==> src/rtl/elevator_pkg.sv <==
// Shared types and default timing constants for the elevator door timer and the FSM bench.
package elevator_pkg;

   typedef enum logic [1:0] {
      IDLE  = 2'd0,
      COUNT = 2'd1,
      DONE  = 2'd2
   } door_timer_state_e;

   localparam int unsigned DEF_PRESCALE         = 4;
   localparam int unsigned DEF_DURATION_W       = 8;
   localparam int unsigned DEF_DURATION_TICKS   = 10;

endpackage

==> src/rtl/elevator_tick_prescaler.sv <==
// Free-running 0..PRESCALE-1 counter that emits a one-cycle tick on its last count.
module elevator_tick_prescaler
   import elevator_pkg::*;
#(
   parameter int unsigned PRESCALE = DEF_PRESCALE
) (
   input  logic clk_i,
   input  logic rst_i,
   input  logic clear_i,
   output logic tick_o
);

   localparam int unsigned CNT_W = (PRESCALE > 1) ? $clog2(PRESCALE) : 1;
   localparam logic [CNT_W-1:0] LAST = CNT_W'(PRESCALE - 1);

   logic [CNT_W-1:0] cnt_q, cnt_d;

   always_comb begin
      cnt_d = cnt_q + CNT_W'(1);
      if (clear_i || (cnt_q == LAST)) begin
         cnt_d = '0;
      end
   end

   always_comb tick_o = (cnt_q == LAST);

   always_ff @(posedge clk_i) begin
      if (rst_i) begin
         cnt_q <= '0;
      end else begin
         cnt_q <= cnt_d;
      end
   end

endmodule

==> src/rtl/elevator_door_timer.sv <==
// Door-open timer fed by the elevator control FSM; counts door periods in prescaled ticks.
// Define ELEVATOR_DOOR_TIMER_OBSTRUCT_EN to let obstruct_i restart a running period.
module elevator_door_timer
   import elevator_pkg::*;
#(
   parameter int unsigned PRESCALE         = DEF_PRESCALE,
   parameter int unsigned DURATION_W       = DEF_DURATION_W,
   parameter int unsigned DEFAULT_DURATION = DEF_DURATION_TICKS
) (
   input  logic                  clk_i,
   input  logic                  rst_i,
   input  logic                  counter_init_i,
   input  logic [DURATION_W-1:0] duration_i,
   input  logic                  obstruct_i,
   output logic                  counter_done_o,
   output logic                  busy_o,
   output logic [DURATION_W-1:0] remaining_o
);

   door_timer_state_e     state_q, state_d;
   logic [DURATION_W-1:0] remaining_q, remaining_d;
   logic [DURATION_W-1:0] stored_q, stored_d;
   logic                  busy_q, busy_d;
   logic                  done_q, done_d;
   logic [DURATION_W-1:0] load;
   logic                  restart;
   logic                  tick;
   logic                  presc_clear;

   always_comb load = (duration_i == '0) ? DURATION_W'(DEFAULT_DURATION) : duration_i;

`ifdef ELEVATOR_DOOR_TIMER_OBSTRUCT_EN
   always_comb restart = (state_q == COUNT) && obstruct_i;
`else
   logic unused_obstruct;
   always_comb unused_obstruct = obstruct_i;
   always_comb restart = 1'b0;
`endif

   // Prescaler only runs while counting; any (re)load or restart realigns it to phase 0.
   always_comb presc_clear = counter_init_i || restart || (state_q != COUNT);

   elevator_tick_prescaler #(
      .PRESCALE(PRESCALE)
   ) u_prescaler (
      .clk_i  (clk_i),
      .rst_i  (rst_i),
      .clear_i(presc_clear),
      .tick_o (tick)
   );

   always_comb begin
      state_d     = state_q;
      remaining_d = remaining_q;
      stored_d    = stored_q;
      if (counter_init_i) begin
         stored_d    = load;
         remaining_d = load;
         state_d     = COUNT;
      end else if (state_q == COUNT) begin
         if (restart) begin
            remaining_d = stored_q;
         end else if (tick) begin
            if (remaining_q == DURATION_W'(1)) begin
               remaining_d = '0;
               state_d     = DONE;
            end else begin
               remaining_d = remaining_q - DURATION_W'(1);
            end
         end
      end
      busy_d = (state_d == COUNT);
      done_d = (state_d == DONE);
   end

   always_ff @(posedge clk_i) begin
      if (rst_i) begin
         state_q     <= IDLE;
         remaining_q <= '0;
         stored_q    <= '0;
         busy_q      <= 1'b0;
         done_q      <= 1'b0;
      end else begin
         state_q     <= state_d;
         remaining_q <= remaining_d;
         stored_q    <= stored_d;
         busy_q      <= busy_d;
         done_q      <= done_d;
      end
   end

   always_comb begin
      counter_done_o = done_q;
      busy_o         = busy_q;
      remaining_o    = remaining_q;
   end

endmodule

==> config.mk <==
export PLATFORM = sky130hd
export DESIGN_NAME = elevator_door_timer
export DESIGN_NICKNAME = d
export VERILOG_FILES = /design/src/rtl/elevator_pkg.sv /design/src/rtl/elevator_tick_prescaler.sv /design/src/rtl/elevator_door_timer.sv
export SDC_FILE = /design/constraint.sdc
export NUM_CORES = 1
export LEC_CHECK = 0
export CAP_MARGIN = 20
export CORE_MARGIN = 4
export CORE_UTILIZATION = 41
export CTS_BUF_LIST = sky130_fd_sc_hd__clkbuf_8
export DETAILED_ROUTE_END_ITERATION = 6
export PLACE_DENSITY = 0.69
export SYNTH_ARGS = -nofsm -noshare
export SYNTH_HDL_FRONTEND = slang
export SYNTH_SLANG_ARGS = --single-unit
==> constraint.sdc <==
create_clock -name clk_i -period 2.5 [get_ports clk_i]
set_input_delay 0.5 -clock clk_i [delete_from_list [all_inputs] [get_ports clk_i]]
set_output_delay 0.5 -clock clk_i [all_outputs]
set_load 0.01 [all_outputs]
==> qor.tcl, run 1 <==
set qor(cts_inserted_buffers) 3
set qor(timing.max_cap.violations) 0
set qor(globalRouteOverflowTotal) 0
set qor(required_time_at_the_worst_slack_endpoint_ps) 2660
set qor(gp_congestion) 0.787
set qor(yosysMostFrequentCell) {sky130_fd_sc_hd__dfxtp_1}
set qor(net-switching-power_mw) 0.144
set qor(clockRootBuffer) {sky130_fd_sc_hd__clkbuf_8}
set qor(n_antenna_cell) 0
set qor(route.vias.total) 743
set qor(achievable-frequency_mhz) 533
set qor(rsz0062_at_grt) {false}
set qor(asyncSetResetFlopFracSynth_pct) 0
set qor(clockPowerShare_pct) 38.8
set qor(drive_above_1_share_pct) 10.5
set qor(clk_pin_slew_worst_paths_ps) 60
set qor(io_pins) 22
set qor(final_count_of_pins_violating_max_slew) 0
set qor(synth_warnings) 0
set qor(floorplan.die.height_um) 50.9
set qor(mappedNetlistNets) 103
set qor(dp_hpwl_mm) 1.34
set qor(via_per_inst) 5.35
set qor(cp.depth) 5
set qor(setup_viol) 0
set qor(crit_path_top_delay_cell) {sky130_fd_sc_hd__or4_1}
set qor(filler_cell_count) 155
set qor(synth_register_bits) 14
set qor(cts_hold_buffers) 0
set qor(synthToLayoutAreaGrowth_pct) 40.1
set qor(pre_cts_slack_ps) 356
set qor(hold_depth) 1
set qor(post-cts-setup-buffer-count) 0
set qor(detail_route.wirelength_mm) 1.77
set qor(grt_pass1_vias) 685
set qor(r2r_cells) 6
set qor(yosys.cell_types.count) 33
set qor(synth-main-ff-cell) {sky130_fd_sc_hd__dfxtp_1}
set qor(fin_crit_sh_pct) 75.1
set qor(dieWidth_um) 50.9
set qor(fin_worst_skew_ps) 1.04
set qor(cts.sinks) 14
set qor(area.sequential_um2) 280
set qor(share_of_yosys_cell_area_claimed_by_the_top_area_cell_type_pct) 37.1
set qor(finalPower_mw) 0.575
set qor(design.core.area_um2) 1730
set qor(combinational_power_share_pct) 18.1
set qor(post-route-drc-count) 0
set qor(htree_num_levels) 1
set qor(post_synthesis_area_per_instance_um2) 8.57
set qor(die_area_um2) 2590
set qor(drtAntennaViolNets) 0
set qor(switching_share_pct) 25.0
set qor(p_int_mw) 0.432
set qor(initial_core_util_pct) 43.7
set qor(area_occupied_by_multi_input_gates_um2) 442
set qor(fin_nets) 130
set qor(worst_ep_arrival_ps) 2040
set qor(critical_path_peak_fanout) 2
set qor(ir_drop_mv) 0.344
set qor(timing.hold.ws_ps) 432
set qor(synth.top_cells.by_count) {sky130_fd_sc_hd__dfxtp_1, sky130_fd_sc_hd__a21oi_1, sky130_fd_sc_hd__nor2_1}
set qor(grt_max_degree) 12
set qor(drt_iter0_drcs) 15
set qor(rows) 15
set qor(ctsResizeCount) 0
set qor(grt_antenna_before_repair) 0
set qor(cells_after_synth) 88
set qor(crit_end_element) {register}
set qor(period_minus_slack_ps) 1880
set qor(powerDensity_nw_per_um2) 544
set qor(cts_tree) {yes}
set qor(finalWorstSetupSlack_ps) 623
set qor(cts_buffer_depth) 2
set qor(grt_pass1_wl_mm) 3.04
set qor(synth_largest_area_cell) {sky130_fd_sc_hd__dfxtp_1}
set qor(wl_per_cell_um) 12.7
set qor(number_of_buffers_and_inverters_on_the_critical_path) 1
set qor(mappedNetlistArea_um2) 754
set qor(slew_headroom_pct) 71.4
set qor(critPathMaxStageDelay_ps) 540
set qor(synth_edf_count) 0
set qor(launching_element_type_of_the_critical_path) {input port}
set qor(layoutNonFillerInstCount) 139
set qor(seq_area_frac_synth_pct) 37.1
set qor(drt_pre_antenna_iters) 5
set qor(power.static_leakage_nw) 0.391
set qor(worst_pin_slew_ps) 426
set qor(finalSetupTns_ps) 0
set qor(cp_top_delay_family) {simple AND/OR/NAND/NOR gates}
set qor(post_synth_main_area_contributors) {sky130_fd_sc_hd__dfxtp_1, sky130_fd_sc_hd__ha_1, sky130_fd_sc_hd__a21oi_1, sky130_fd_sc_hd__nor2_1, sky130_fd_sc_hd__nor2b_1}
set qor(sequential_fraction_of_design_power_pct) 43.1
set qor(path_cells) {clkdlybuf4s50_1 > or4_1 > nor4_1 > a21oi_1 > a211oi_1}
set qor(port-buffer-count) 20
set qor(timing_worst_setup_path_type) {input port to register}
set qor(numPlacedInstances) 135
set qor(timing.hold.worst.class) {register to register}
set qor(run_status) {finished, final reports clean}
set qor(clk-insertion-delay-late_ps) 250
set qor(hold_viol_final) 0
set qor(grt_use_total_pct) 16.1
## sequential cells by signal, summed over array words and instances (netlist names)
register           count
u_prescaler.cnt_q      2
state_q                2
remaining_o            8
busy_o                 1
counter_done_o         1
## area by class of cell
cell class | count | share of cell area, %
multi-input combinational | 67 | 41.8
sequential | 14 | 26.5
timing repair buffer | 24 | 21.8
clock buffer | 4 | 5.21
tap | 25 | 2.96
inverter | 5 | 1.78
## power groups by stage
stage	logic, mW	clock network (mW)	registers [mW]
floorplan	0.0512	0	0.255
global placement	0.103	0	0.252
detailed placement	0.104	0	0.253
CTS	0.105	0.226	0.248
global route	0.114	0.240	0.251
finish	0.104	0.223	0.248
## cell families (layout without fill, tap and decap cells)
kind of cell | count (synthesis) | after routing | share of synthesized area (%)
and+or+nand+nor | 36 | 36 | 26.7
AOI/OAI and AO/OA | 25 | 25 | 23.4
DFF | 14 | 14 | 37.1
buffers and inverters | 7 | 33 | 4.31
adders and majority gates | 3 | 3 | 4.98
xor gates and xnor gates | 3 | 3 | 3.48
## cells in the final DEF (no fill, tap or decap)
cell                              synthesis  routed
sky130_fd_sc_hd__a211oi_1                 3       3
sky130_fd_sc_hd__a211oi_2                 1       1
sky130_fd_sc_hd__a21oi_1                  7       7
sky130_fd_sc_hd__a222oi_1                 2       2
sky130_fd_sc_hd__a22oi_1                  1       1
sky130_fd_sc_hd__a31oi_1                  3       3
sky130_fd_sc_hd__and3_1                   1       1
sky130_fd_sc_hd__buf_4                    0       4
sky130_fd_sc_hd__clkbuf_8                 0       4
sky130_fd_sc_hd__clkdlybuf4s50_1          0      20
sky130_fd_sc_hd__dfxtp_1                 14      14
sky130_fd_sc_hd__ha_1                     3       3
sky130_fd_sc_hd__inv_1                    5       5
sky130_fd_sc_hd__nand2_1                  6       6
sky130_fd_sc_hd__nand2b_1                 1       1
sky130_fd_sc_hd__nand3_1                  4       4
sky130_fd_sc_hd__nand3b_2                 1       1
sky130_fd_sc_hd__nor2_1                   7       7
sky130_fd_sc_hd__nor2b_1                  4       4
sky130_fd_sc_hd__nor3_1                   2       2
sky130_fd_sc_hd__nor3b_1                  1       1
sky130_fd_sc_hd__nor4_1                   3       3
sky130_fd_sc_hd__nor4b_1                  1       1
sky130_fd_sc_hd__o21a_1                   1       1
sky130_fd_sc_hd__o21ai_0                  4       4
sky130_fd_sc_hd__o311ai_0                 1       1
sky130_fd_sc_hd__o31ai_1                  1       1
sky130_fd_sc_hd__o32ai_2                  1       1
sky130_fd_sc_hd__or2_1                    1       1
sky130_fd_sc_hd__or3_1                    1       1
sky130_fd_sc_hd__or4_1                    2       2
sky130_fd_sc_hd__or4_4                    1       1
sky130_fd_sc_hd__xnor2_1                  1       1
sky130_fd_sc_hd__xor2_1                   2       2
## through the flow
step                      util, %  area (µm²)
after floorplan                 -         754
after global placement       58.0        1000
after detailed placement     58.0        1000
after CTS                    61.2        1060
after global routing         61.2        1060
final                        61.2        1060
## routing by layer
layer / GRT usage, % / wire length (µm) / up-vias
met5: 0 / 0 / -
met3: 2.92 / 94 / 5
met2: 25.2 / 786 / 19
li1: - / - / 382
met1: 20.0 / 834 / 337
met4: 10.8 / 50 / 0
## final timing paths
kind / slack, ps / start / to
max: 620 / duration_i[4] / remaining_o[1]$_SDFFE_PP0P_
min: 430 / u_prescaler.cnt_q[0]$_SDFF_PP0_ / u_prescaler.cnt_q[0]$_SDFF_PP0_
max reg2reg: 700 / remaining_o[0]$_SDFFE_PP0P_ / remaining_o[6]$_SDFFE_PP0P_
min reg2reg: 430 / u_prescaler.cnt_q[0]$_SDFF_PP0_ / u_prescaler.cnt_q[0]$_SDFF_PP0_
(Power assumes the default switching activity.)
==> run 2: changes to the inputs <==
Settings changed: PLACE_DENSITY 0.69 to 0.71.
Clock period 2.5 ns to 1.5 ns, I/O delays scaled along.
==> run 2 against run 1 <==
  * Clock skew increased by 0.76 ps
  * Count of clock-buffer cells in the layout unchanged
  * The run now ends with negative setup slack left
  * Cell area increased by 31%
  * Sequential power increased by 67%
  * Die area unchanged
  * Setup slack got worse by 740 ps
  * Critical endpoint is now remaining_o[6]$_SDFFE_PP0P_
  * Register-to-register slack got worse by 810 ps
  * Non-clock buffer count increased by 22
  * Combinational power increased to 2.8 times the previous value
  * Routed wire length increased by 54%
  * Core utilization increased by 19 points
==> qor.tcl, run 2 (synthesis gave the netlist of run 1 again) <==
set qor(run_status) {finished, violations left}
set qor(failed_checks) {negative setup slack}
set qor(reg2reg_slack_ps) -110 ;# -810 ps
set qor(path_cells) {inv_4 > ha_4 > nor3b_4 > nand3_2 > or4_4 > a31oi_4}
set qor(mostFrequentLayoutCell) {sky130_fd_sc_hd__buf_4}
set qor(critical_path_peak_fanout) 5 ;# +3
set qor(dieWidth_um) 50.9 ;# unchanged
set qor(rows) 15 ;# unchanged
set qor(gp_congestion) 0.809 ;# +2.8%
set qor(dpl-instance-area_um2) 1140 ;# +13%
set qor(rsz0062_at_grt) {true}
set qor(detail_route.wirelength_mm) 2.72 ;# +54%
set qor(launching_element_type_of_the_critical_path) {register}
set qor(regToRegStartpoint) {remaining_o[0]$_SDFFE_PP0P_}
set qor(r2r_cells) 6 ;# unchanged
set qor(clk-insertion-delay-late_ps) 250 ;# about the same
set qor(finalPower_mw) 1.08 ;# +88%
set qor(achievable-frequency_mhz) 619
set qor(timing.max_cap.violations) 0 ;# unchanged
set qor(fin_worst_skew_ps) 1.80 ;# +0.757 ps
set qor(final_count_of_pins_violating_max_slew) 0 ;# unchanged
set qor(post-route-drc-count) 0 ;# unchanged
set qor(area_occupied_by_multi_input_gates_um2) 567 ;# +28%
set qor(clockRootBuffer) {sky130_fd_sc_hd__clkbuf_8}
set qor(cts_tree) {yes}
set qor(dp_hpwl_mm) 1.55 ;# +15%
set qor(initial_core_util_pct) 43.7 ;# unchanged
set qor(io_pins) 22 ;# unchanged
set qor(grt_max_degree) 12 ;# unchanged
set qor(via_per_inst) 5.62 ;# +5.2%
set qor(critPathMaxStageDelay_ps) 450 ;# -90 ps
set qor(power.static_leakage_nw) 0.614 ;# +57%
set qor(floorplan.die.height_um) 50.9 ;# unchanged
set qor(area.sequential_um2) 292 ;# +4.0%
set qor(crit_end_element) {register}
set qor(fin_crit_sh_pct) 108
set qor(cts_inserted_buffers) 3 ;# unchanged
set qor(port-buffer-count) 20 ;# unchanged
set qor(most-common-layout-cells) {sky130_fd_sc_hd__buf_4, sky130_fd_sc_hd__dfxtp_1, sky130_fd_sc_hd__clkdlybuf4s50_1}
set qor(drt_pre_antenna_iters) 4 ;# -1
set qor(grt_use_total_pct) 19.5 ;# +3.4 points
set qor(grt_antenna_before_repair) 0 ;# unchanged
set qor(number_of_flip_flops_in_the_largest_register) 8 ;# unchanged
set qor(drtAntennaViolNets) 0 ;# unchanged
set qor(period_minus_slack_ps) 1610
set qor(cts.sinks) 14 ;# unchanged
set qor(route.vias.total) 905 ;# +22%
set qor(timing.hold.worst.class) {input port to register}
set qor(hold_depth) 3 ;# +2
set qor(drive_above_1_share_pct) 41.9 ;# +31 points
set qor(cts_buffer_depth) 2 ;# unchanged
set qor(filler_cell_count) 117 ;# -25%
set qor(timing_worst_setup_path_type) {register to register}
set qor(finalSetupTns_ps) -524 ;# -524 ps
set qor(worst_pin_slew_ps) 447 ;# +20.9 ps
set qor(pre_cts_slack_ps) -413 ;# -769 ps
set qor(clk_pin_slew_worst_paths_ps) 60 ;# about the same
set qor(powerDensity_nw_per_um2) 783 ;# +44%
set qor(setup_viol) 9 ;# +9
set qor(worst_ep_arrival_ps) 1790 ;# -250 ps
set qor(slew_headroom_pct) 70.0 ;# -1.4 points
set qor(design.core.area_um2) 1730 ;# unchanged
set qor(drt_iter0_drcs) 38 ;# +23
set qor(worst_hold_path.endpoint) {remaining_o[7]$_SDFFE_PP0P_}
set qor(hold_viol_final) 0 ;# unchanged
set qor(grt_pass1_vias) 814 ;# +19%
set qor(ir_drop_mv) 0.570 ;# +66%
set qor(globalRouteOverflowTotal) 0 ;# unchanged
set qor(finalWorstSetupSlack_ps) -115 ;# -738 ps
set qor(htree_num_levels) 1 ;# unchanged
set qor(wl_per_cell_um) 16.9 ;# +33%
set qor(cts_hold_buffers) 0 ;# unchanged
set qor(die_area_um2) 2590 ;# unchanged
set qor(required_time_at_the_worst_slack_endpoint_ps) 1680 ;# -980 ps
set qor(numPlacedInstances) 151 ;# +12%
set qor(crit_path_top_delay_cell) {sky130_fd_sc_hd__or4_4}
set qor(synthToLayoutAreaGrowth_pct) 82.9
set qor(layoutNonFillerInstCount) 161 ;# +16%
set qor(r2r-end) {remaining_o[6]$_SDFFE_PP0P_}
set qor(n_antenna_cell) 0 ;# unchanged
set qor(hold_path_startpoint) {duration_i[7]}
set qor(fin_nets) 152 ;# +17%
set qor(final_area_um2) 1380 ;# +31%
set qor(grt_pass1_wl_mm) 3.70 ;# +22%
-- run 2: layer usage --
metal | part of all wire, % | vias to the layer above | GRT usage (%)
li1 | - | 427 | -
met1 | 43 | 440 | 24.4
met2 | 50 | 29 | 31.7
met3 | 4.3 | 9 | 3.21
met4 | 2.4 | 0 | 10.8
met5 | 0 | - | 0
-- run 2: worst max-delay path, delay by kind of cell, from the launching register on --
| family | cells | cell delay, ps |
|---|---|---|
| compound gates | 1 | 180 |
| fa+ha+maj | 1 | 120 |
| buf+inv | 1 | 70 |
| flops | 1 | 370 |
| simple gates | 3 | 810 |
-- run 2: worst max path at each step --
stage / slack (ps) / startpoint / cells after the start / to
4_1_cts: -100 / remaining_o[0]$_SDFFE_PP0P_ / 6 / remaining_o[6]$_SDFFE_PP0P_
5_1_grt: -150 / remaining_o[1]$_SDFFE_PP0P_ / 6 / remaining_o[3]$_SDFFE_PP0P_
3_3_place_gp: -390 / duration_i[4] / 5 / remaining_o[1]$_SDFFE_PP0P_
6_report: -110 / remaining_o[0]$_SDFFE_PP0P_ / 6 / remaining_o[6]$_SDFFE_PP0P_
3_5_place_dp: -410 / duration_i[4] / 5 / remaining_o[1]$_SDFFE_PP0P_
2_1_floorplan: 4 / remaining_o[4]$_SDFFE_PP0P_ / 3 / remaining_o[6]$_SDFFE_PP0P_
-- run 2: what timing repair did --
item / in CTS / in global routing
cloned: 0 / 0
setup buffers: 5 / 2
gates resized for setup: 24 / 22
pin swaps: 9 / 13
setup endpoints to repair: 11 / 10
-- run 2: through the flow --
step / hold WS (ps) / util, %
floorplan: 405 / -
global placement: 417 / 65.9
detailed placement: 428 / 65.9
CTS: 436 / 74.3
global route: 403 / 79.9
finish: 369 / 79.9
-- run 2: layout make-up --
type / count / area share (%)
Multi-Input combinational cell: 67 / 41.1
Timing Repair Buffer: 46 / 30.0
Sequential cell: 14 / 21.1
Clock buffer: 4 / 3.99
Tap cell: 25 / 2.27
Inverter: 5 / 1.54
-- run 2: power by group --
part           internal, mW  leakage (nW)  switching, mW
combinational         0.159         0.468          0.130
sequential            0.391         0.118         0.0249
clock                 0.233        0.0288          0.143
==> run 3: changes to the inputs <==
Settings changed: CORE_MARGIN 4 to 5.
==> run 3 against run 2 <==
  * The run still ends with negative setup slack left
  * Non-clock buffer count grew 2
  * Setup slack lost 42 ps
  * Highest routed layer unchanged
  * Routed wire length increased by 2.9%
  * Cell area increased by 0.63%
  * Global-route usage increased by 1.1 points
  * Clock skew down 1.0 ps
  * Clock power about the same
==> qor.tcl, run 3 (synthesis gave the netlist of run 1 again) <==
set qor(grt_use_total_pct) 20.6 ;# +1.1 points
set qor(drive_above_1_share_pct) 42.8 ;# +0.84 points
set qor(powerDensity_nw_per_um2) 773 ;# -1.3%
set qor(wl_per_cell_um) 17.2 ;# +1.6%
set qor(most-common-layout-cells) {sky130_fd_sc_hd__buf_4, sky130_fd_sc_hd__dfxtp_1, sky130_fd_sc_hd__clkdlybuf4s50_1}
set qor(die_area_um2) 2800 ;# +8.0%
set qor(critical_path_peak_fanout) 6 ;# +1
set qor(finalCoreUtilization_pct) 79.6 ;# -0.36 points
set qor(mostFrequentLayoutCell) {sky130_fd_sc_hd__buf_4}
set qor(timing.max_cap.violations) 0 ;# unchanged
set qor(final_count_of_pins_violating_max_slew) 0 ;# unchanged
set qor(period_minus_slack_ps) 1660 ;# +42.5 ps
set qor(crit_end_element) {register}
set qor(cts_tree) {yes}
set qor(finalSetupTns_ps) -337 ;# +186 ps
set qor(gp_congestion) 0.833 ;# +2.9%
set qor(htree_num_levels) 1 ;# unchanged
set qor(failed_checks) {negative setup slack}
set qor(grt_pass1_vias) 875 ;# +7.5%
set qor(launching_element_type_of_the_critical_path) {register}
set qor(finalPower_mw) 1.07 ;# -0.65%
set qor(power.static_leakage_nw) 0.603 ;# -1.9%
set qor(achievable-frequency_mhz) 603 ;# -2.6%
set qor(n_antenna_cell) 0 ;# unchanged
set qor(post-route-drc-count) 0 ;# unchanged
set qor(io_pins) 22 ;# unchanged
set qor(clockRootBuffer) {sky130_fd_sc_hd__clkbuf_8}
set qor(timing.hold.worst.class) {input port to register}
set qor(rsz0062_at_grt) {true}
set qor(timing.hold.ws_ps) 357 ;# -11.9 ps
set qor(pre_cts_slack_ps) -435 ;# -22.0 ps
set qor(number_of_flip_flops_in_the_largest_register) 8 ;# unchanged
set qor(fin_nets) 154 ;# +1.3%
set qor(dp_hpwl_mm) 1.73 ;# +11%
set qor(dieWidth_um) 52.9 ;# +3.9%
set qor(drt_iter0_drcs) 31 ;# -18%
set qor(floorplan.die.height_um) 52.9 ;# +3.9%
set qor(drtAntennaViolNets) 0 ;# unchanged
set qor(finalWorstSetupSlack_ps) -157 ;# -42.5 ps
set qor(cts_buffer_depth) 2 ;# unchanged
set qor(cts.sinks) 14 ;# unchanged
set qor(drt_pre_antenna_iters) 4 ;# unchanged
set qor(grt_pass1_wl_mm) 4.13 ;# +12%
set qor(final_area_um2) 1390 ;# +0.63%
set qor(required_time_at_the_worst_slack_endpoint_ps) 1660 ;# -20 ps
set qor(run_status) {finished, violations left}
set qor(design.core.area_um2) 1750 ;# +1.1%
set qor(initial_core_util_pct) 43.2 ;# -0.47 points
set qor(synthToLayoutAreaGrowth_pct) 84.1
set qor(layoutNonFillerInstCount) 163 ;# +1.2%
set qor(fin_worst_skew_ps) 0.757 ;# -1.04 ps
set qor(cts_inserted_buffers) 3 ;# unchanged
set qor(slew_headroom_pct) 67.4 ;# -2.5 points
set qor(worst_pin_slew_ps) 485 ;# +37.8 ps
set qor(clk_pin_slew_worst_paths_ps) 60 ;# about the same
set qor(hold_viol_final) 0 ;# unchanged
set qor(dpl-instance-area_um2) 1170 ;# +2.6%
set qor(detail_route.wirelength_mm) 2.80 ;# +2.9%
set qor(worst_ep_arrival_ps) 1820 ;# +30 ps
set qor(port-buffer-count) 20 ;# unchanged
set qor(fin_crit_sh_pct) 110 ;# +2.8 points
set qor(rows) 15 ;# unchanged
set qor(numPlacedInstances) 155 ;# +2.6%
set qor(via_per_inst) 5.60 ;# -0.46%
set qor(route.vias.total) 912 ;# +0.77%
set qor(ir_drop_mv) 0.767 ;# +35%
set qor(setup_viol) 7 ;# -2
set qor(timing_worst_setup_path_type) {register to register}
set qor(clk-insertion-delay-late_ps) 250 ;# about the same
set qor(cts_hold_buffers) 0 ;# unchanged
set qor(grt_max_degree) 11 ;# -1
set qor(grt_antenna_before_repair) 0 ;# unchanged
set qor(globalRouteOverflowTotal) 0 ;# unchanged
==> run 3: cell types whose count changed in the layout (fill, tap and decap cells not counted), moves of 2 or more <==
cell and change:
sky130_fd_sc_hd__a211oi_2 -2, sky130_fd_sc_hd__a211oi_4 +2, sky130_fd_sc_hd__buf_4 +4, sky130_fd_sc_hd__buf_6 -2, sky130_fd_sc_hd__clkbuf_2 +2, sky130_fd_sc_hd__dfxtp_2 -2
sky130_fd_sc_hd__dlymetal6s2s_1 -4, sky130_fd_sc_hd__ha_4 +2
==> run 3: report_power, final <==
group	leakage (nW)	total [mW]	switching [mW]	internal, mW
combinational	0.456	0.284	0.129	0.155
sequential	0.117	0.416	0.0270	0.389
clock	0.0288	0.373	0.140	0.233
total	0.603	1.07	0.297	0.777
==> run 3: critical path: stages (launching register included) <==
cell	delay (ps)
sky130_fd_sc_hd__dfxtp_1	500
sky130_fd_sc_hd__nor2b_1	290
sky130_fd_sc_hd__nand3_2	140
sky130_fd_sc_hd__or4_4	430
sky130_fd_sc_hd__a31oi_1	210
==> run 3: path summary, 6_finish.rpt <==
kind	depth (start not counted)	endpoint	slack, ps	start
setup / recovery	4	remaining_o[6]$_SDFFE_PP0P_	-160	state_q[0]$_SDFF_PP0_
hold / removal	3	remaining_o[5]$_SDFFE_PP0P_	360	duration_i[5]
setup reg to reg	4	remaining_o[6]$_SDFFE_PP0P_	-160	state_q[0]$_SDFF_PP0_
hold reg to reg	1	u_prescaler.cnt_q[0]$_SDFF_PP0_	490	u_prescaler.cnt_q[0]$_SDFF_PP0_
==> run 3: final cells by class <==
class	instances	area, µm²
multi-input cells	67	586
flip-flops and latches	14	293
fillers	120	357
inverters	5	23.8
repair buffers	48	400
well taps	25	31.3
clock buffers	4	55.1
==> run 3: what timing repair did <==
item,in CTS,in global routing
pin swaps,11,14
setup endpoints to repair,12,12
gates resized for setup,24,26
setup buffers,4,1
==> run 3: per-layer routing <==
| metal | wire length (µm) | vias up | track usage (%) |
|---|---|---|---|
| met2 | 1450 | 40 | 34.9 |
| li1 | - | 430 | - |
| met4 | 39 | 0 | 8.09 |
| met1 | 1150 | 436 | 24.4 |
| met3 | 163 | 6 | 5.63 |
| met5 | 0 | - | 0 |
